===== config.mk =====
export PLATFORM = sky130hd
export DESIGN_NAME = sync_filt
export DESIGN_NICKNAME = d
export VERILOG_FILES = /design/src/rtl/sync_pkg.sv /design/src/rtl/sync_filt_chan.sv /design/src/rtl/sync_filt.sv
export SDC_FILE = /design/constraint.sdc
export NUM_CORES = 1
export LEC_CHECK = 0
export CAP_MARGIN = 25
export CORE_ASPECT_RATIO = 0.7
export CORE_MARGIN = 5
export CORE_UTILIZATION = 52
export DETAILED_ROUTE_END_ITERATION = 10
export GPL_TIMING_DRIVEN = 0
export PLACE_DENSITY = 0.81
export SETUP_SLACK_MARGIN = 0.05
export SLEW_MARGIN = 30
export SYNTH_ARGS = -nofsm -noshare
export SYNTH_HDL_FRONTEND = slang
export SYNTH_SLANG_ARGS = --single-unit

===== constraint.sdc =====
create_clock -name clk -period 1.1 [get_ports clk]
set_input_delay 0.165 -clock clk [delete_from_list [all_inputs] [get_ports clk]]
set_output_delay 0.165 -clock clk [all_outputs]
set_load 0.02 [all_outputs]

===== src/rtl/sync_pkg.sv =====
// sync_pkg: shared definitions for the sync_filt input conditioner.
//   filt_cnt_w()  - width of the per-channel stability counter
//   filt_state_e  - STABLE/PENDING view of a channel's filter, used only
//                   for assertions and waveform annotation
package sync_pkg;

  typedef enum logic {
    STABLE  = 1'b0,  // synchronized level agrees with out, counter idle
    PENDING = 1'b1   // synchronized level disagrees, counting toward acceptance
  } filt_state_e;

  // Counter must hold 0 .. filt_cycles-1; never narrower than one bit.
  function automatic int filt_cnt_w(input int filt_cycles);
    int w;
    w = $clog2(filt_cycles);
    return (w < 1) ? 1 : w;
  endfunction

endpackage


===== src/rtl/sync_filt_chan.sv =====
// sync_filt_chan: one channel of the input conditioner.
//   STAGES-deep synchronizer chain followed by a stability filter that
//   accepts a new level only after it persists FILT_CYCLES cycles.
// Ports:
//   clk     in   sole clock
//   rst     in   synchronous active-high reset
//   in_bit  in   asynchronous input
//   out_bit out  filtered level (registered)
//   rise    out  one-cycle pulse on out_bit 0->1 (registered)
//   fall    out  one-cycle pulse on out_bit 1->0 (registered)
module sync_filt_chan
  import sync_pkg::*;
#(
  parameter int   STAGES      = 2,
  parameter int   FILT_CYCLES = 4,
  parameter logic RST_VAL     = 1'b0
) (
  input  logic clk,
  input  logic rst,
  input  logic in_bit,
  output logic out_bit,
  output logic rise,
  output logic fall
);

  localparam int              CW      = filt_cnt_w(FILT_CYCLES);
  localparam logic [CW-1:0]   CNT_MAX = CW'(FILT_CYCLES - 1);

  // Metastability chain: keep the flops adjacent and untouched by
  // retiming or replication.
  (* ASYNC_REG = "TRUE", DONT_TOUCH = "TRUE" *)
  logic [STAGES-1:0] sync_reg;

  logic [CW-1:0] cnt_reg;
  logic          sync_lvl;

  assign sync_lvl = sync_reg[STAGES-1];

  always_ff @(posedge clk) begin
    if (rst) begin
      sync_reg <= {STAGES{RST_VAL}};
    end else begin
      sync_reg <= {sync_reg[STAGES-2:0], in_bit};
    end
  end

  // Stability filter. cnt_reg counts consecutive disagreeing cycles; the
  // cycle that would reach FILT_CYCLES is the acceptance cycle, so the
  // counter itself never needs to hold FILT_CYCLES.
  always_ff @(posedge clk) begin
    if (rst) begin
      out_bit <= RST_VAL;
      cnt_reg <= '0;
      rise    <= 1'b0;
      fall    <= 1'b0;
    end else begin
      rise <= 1'b0;
      fall <= 1'b0;
      if (sync_lvl == out_bit) begin
        cnt_reg <= '0;
      end else if (cnt_reg == CNT_MAX) begin
        out_bit <= sync_lvl;
        cnt_reg <= '0;
        rise    <= sync_lvl;
        fall    <= ~sync_lvl;
      end else begin
        cnt_reg <= cnt_reg + CW'(1);
      end
    end
  end

  // Filter view for waveforms and assertions.
  filt_state_e state;
  assign state = (cnt_reg == '0 && sync_lvl == out_bit) ? STABLE : PENDING;

  no_dual_pulse: assert property (@(posedge clk) disable iff (rst) !(rise && fall));

  cnt_in_range: assert property (@(posedge clk) disable iff (rst)
    (state == PENDING) |-> (cnt_reg <= CNT_MAX));

  stable_idle: assert property (@(posedge clk) disable iff (rst)
    (state == STABLE) |=> (!rise && !fall));

endmodule


===== src/rtl/sync_filt.sv =====
// sync_filt: WIDTH independent channels of synchronizer + stability filter.
// Ports:
//   clk       in   sole clock, all state on posedge
//   rst       in   synchronous active-high reset
//   in_data   in   WIDTH asynchronous inputs
//   out_data  out  WIDTH filtered synchronized levels (registered)
//   rise      out  WIDTH one-cycle pulses on out_data 0->1 (registered)
//   fall      out  WIDTH one-cycle pulses on out_data 1->0 (registered)
module sync_filt
  import sync_pkg::*;
#(
  parameter int               WIDTH       = 8,
  parameter int               STAGES      = 2,
  parameter int               FILT_CYCLES = 4,
  parameter logic [WIDTH-1:0] RST_VAL     = '0
) (
  input  logic             clk,
  input  logic             rst,
  input  logic [WIDTH-1:0] in_data,
  output logic [WIDTH-1:0] out_data,
  output logic [WIDTH-1:0] rise,
  output logic [WIDTH-1:0] fall
);

  // Channels share nothing but clock and reset.
  generate
    for (genvar gi = 0; gi < WIDTH; gi++) begin : g_chan
      sync_filt_chan #(
        .STAGES      (STAGES),
        .FILT_CYCLES (FILT_CYCLES),
        .RST_VAL     (RST_VAL[gi])
      ) u_chan (
        .clk     (clk),
        .rst     (rst),
        .in_bit  (in_data[gi]),
        .out_bit (out_data[gi]),
        .rise    (rise[gi]),
        .fall    (fall[gi])
      );
    end
  endgenerate

endmodule


# Word level (Yosys, flattened, before mapping)
# Cells that the tools add are included.
# totals
regBits	56
latchBits	0
ramBits	0
romBits	0
inputBits	10
output_inout_bits	24
wordCells	112
memories	0
# op_classes
n_addsub	8
multipliers	0
div_mod_pow	0
magnitude_cmp	0
eq_ne	16
shift	0
mux	0
n_bitwise	24
reduce_logical	24
# ops
cell	n
$reduce_or 3->1	16
$not 1->1	24
$add 2x1->2 const B	8
$eq 2x2->1 const B	8
$reduce_and 2->1	8
$eq 1x1->1	8

# Logic depth before layout (Yosys ltp)
# depth
ltp_word	3
mapped_depth	3
depth_no_buf	3

# By module
# From an unflattened synthesis, not the netlist that was laid out.
# unflattened
cells_unflattened	136
area_unflattened_um2	1871.8
# by_module_without_submodules
module	n_inst	cells_per_inst	area_each_um2	seq_area_each_um2
sync_filt_chan	8	17	234.0	140.1

# Worst setup path after synthesis
# Ideal clock, no wire load.
# synth_timing
kind	reg-to-reg
startpoint	reg g_chan[0].u_chan.cnt_reg[0]
endpoint	reg g_chan[0].u_chan.out_bit
setup_time_ns	0.114
arrival_ns	0.801
required_time_ns	0.986
setup_slack_ns	0.185
path_stages_with_launch	4
path_buffers	0
synth_period_minus_slack_ns	0.915
cell_sequence	dfxtp_1 > ha_1 > mux2i_1 > nor2_1
# synth_via
elab_chain_len	2
# synth_rtl
item	line_no	rtl
start: declaration	sync_filt_chan.sv:34	logic [CW-1:0] cnt_reg;
start signal: assignment	sync_filt_chan.sv:67	cnt_reg <= cnt_reg + CW'(1);
$eq 2x2->1	sync_filt_chan.sv:61	end else if (cnt_reg == CNT_MAX) begin
$reduce_and 2->1 (no source line)	--	
end signal: assignment	sync_filt_chan.sv:62	out_bit <= sync_lvl;
end: declaration	sync_filt_chan.sv:21	output logic out_bit,
# Every way passes these cells.
# A chain may end at the register's enable or synchronous reset.

# Final worst setup path
# layout_timing
startpoint	reg g_chan[3].u_chan.out_bit
endpoint	out out_data[3]
# layout_lines
item	line_no	rtl
start: declaration	sync_filt_chan.sv:21	
start signal: assignment	sync_filt_chan.sv:62	
end: declaration	sync_filt.sv:20	output logic [WIDTH-1:0] out_data,
# No word-level cell between the ends.

==> impl_metrics.yaml <==
status:
  status: "complete, no violations"
placed_design:
  io_buffers: 32
  placedCellCount: 250
  hpwl_mm: 2.565
  post-place-ws_ns: -0.1925
  gp_congestion: 0.6927
min_path:
  holdCritPathClass: "in -> reg"
  hold_depth: 2
timing:
  slew_viol_final: 0
  period_minus_slack_ns: 1.056
  clock.fmax_ghz: 0.9466
  hold_violations: 0
  max-slew-margin-rel: 0.7740
  rsz0062_at_grt: "yes"
  worst_slew_pin_slew_ns: 0.3366
  final-setup-viol-count: 0
  worst_slack_ns: 0.04354
  skew_ns: 0.003980
  fin_crit_sh: 0.9604
  hold_slack_ns: 0.2040
global_route:
  grt_max_degree: 16
  met2_usage: 0.2662
  antenna_found_initial: 0
  use_met3: 0.04167
  busiest_layer: "met2"
  grt.total_usage: 0.1436
  grt_pass1_wl_mm: 6.113
  grt_pass1_vias: 1385
  use_met1: 0.1483
  grt_overflow: 0
worst_setup_path:
  cp_max_fo: 5
  start_kind: "register"
  reg2regPathDepth: 2
  critPathKind: "reg -> out"
  worstSetupEndpointType: "output port"
  worstPathRequired_ns: 0.94
  crit_arrival_ns: 0.89
final_layout:
  final_cell_mix: "dfxtp_1 (39), buf_6 (33), nor2b_1 (16), and4bb_2 (16), dfxtp_2 (16)"
  num-fill-cells: 292
  nets: 216
  n_antenna_cell: 0
  area_growth_pct: 24.93
  drive_gt1_frac: 0.5327
  layout.cells.non_filler: 251
  layout_commonest_cell: "dfxtp_1"
die:
  fp.dieW_um: 86.65
  core_um2: 3946
  rows: 19
  io_pins: 34
  fp.dieH_um: 63.65
  start_util: 0.5419
  die_area_um2: 5515
synthesis:
  yosysSeqAreaShare: 0.5243
  yosys.area.top_type: "dfxtp_1"
  synth_area_per_cell_um2: 12.88
  netlist_area_um2: 2138
  synth_fp_nets: 184
  synth_cell_type_count: 13
  synth_warnings: 0
  synth_seq_cells: 56
  synth_top_area_frac: 0.5243
  synthTopCellsByArea: "dfxtp_1 (52%), and4bb_2 (9.4%), buf_4 (8.4%)"
  synth_cells: 166
routing:
  first_iter_violations: 29
  vias: 1224
  firstDrtPassIters: 2
  routed_wl_mm: 3.548
  wl_per_cell_um: 14.14
  viasPerCell: 4.876
  ant_nets: 0
  drc_errors: 0
clock_network:
  clock_sinks: 56
  numCtsBuffers: 5
  htree_levels: 2
  path_clk_slew_ns: 0.08
  clock-root-buffer: "clkbuf_8"
  clockBufferDepth: 2
  cts_tree: "built"
  clock_latency_ns: 0.30
  cts_hold_buf: 0
pwr:
  total_leakage_power_nw: 1.031
  vdd_drop_max_v: 0.001010
  p_per_area_nw_per_um2: 1244
job:
  cap_viol_max_count: 0
[final timing paths]
kind                           startpoint                            to  slack, ns
max              g_chan[3].u_chan.out_bit                   out_data[3]       0.04
min                                   rst  g_chan[0].u_chan.sync_reg[0]       0.20
max reg2reg   g_chan[3].u_chan.cnt_reg[0]   g_chan[3].u_chan.cnt_reg[1]       0.08
min reg2reg  g_chan[1].u_chan.sync_reg[0]  g_chan[1].u_chan.sync_reg[1]       0.45
[through the flow]
stage          power, mW  TNS, ns  instance area (µm²)    util
2_1_floorplan      2.220        0                 2138       -
3_3_place_gp       2.268   -1.722                 2524  0.6395
3_5_place_dp       2.278   -1.949                 2524  0.6395
4_1_cts            3.358        0                 2616  0.6630
5_1_grt            3.479        0                 2671  0.6769
6_report           3.324        0                 2671  0.6769
[synth_stat cells (all sizes together)]
cell type,instances
nor2b,16
mux2i,8
ha,8
buf,30
nor4,8
nor2,8
and4bb,16
xnor2,8
nor4b,8
dfxtp,56
[area by class of cell]
class | instances | area (µm²) | share of cell area
flip-flops and latches | 56 | 1145 | 0.4286
multi-input cells | 80 | 819.5 | 0.3068
repair buffers | 38 | 395.4 | 0.1480
plain buffers | 17 | 156.4 | 0.05855
clock buffers | 8 | 90.09 | 0.03372
well taps | 52 | 65.06 | 0.02436
[power by group]
part           switching, mW  total [mW]  internal (mW)
registers             0.0225        2.08           2.06
logic                 0.0627       0.145         0.0826
clock network          0.583        1.10          0.514
total                  0.668        3.32           2.66
[per-layer routing]
layer  vias up  part of all wire
li1        616                 -
met1       584              0.41
met2        18              0.53
met3         6             0.042
met4         0             0.016
met5         -                 0
[worst max-delay path, cell delays in order (launching register included)]
cell and delay [ns]:
dfxtp_4 0.37, buf_6 0.11, buf_6 0.12
[cell families after synthesis]
family        Yosys count  synth area share
xor+xnor                8           0.03277
fa+ha+maj               8           0.04681
buf+inv                30            0.1100
flops                  56            0.5243
mux                     8           0.03745
simple gates           56            0.2487
[repair_timing]
action	in CTS	in global routing
endpoints found under the setup margin	26	33
setup buffers	6	0
resized for setup	126	50
No activity file was read; power rests on OpenSTA's default activity.
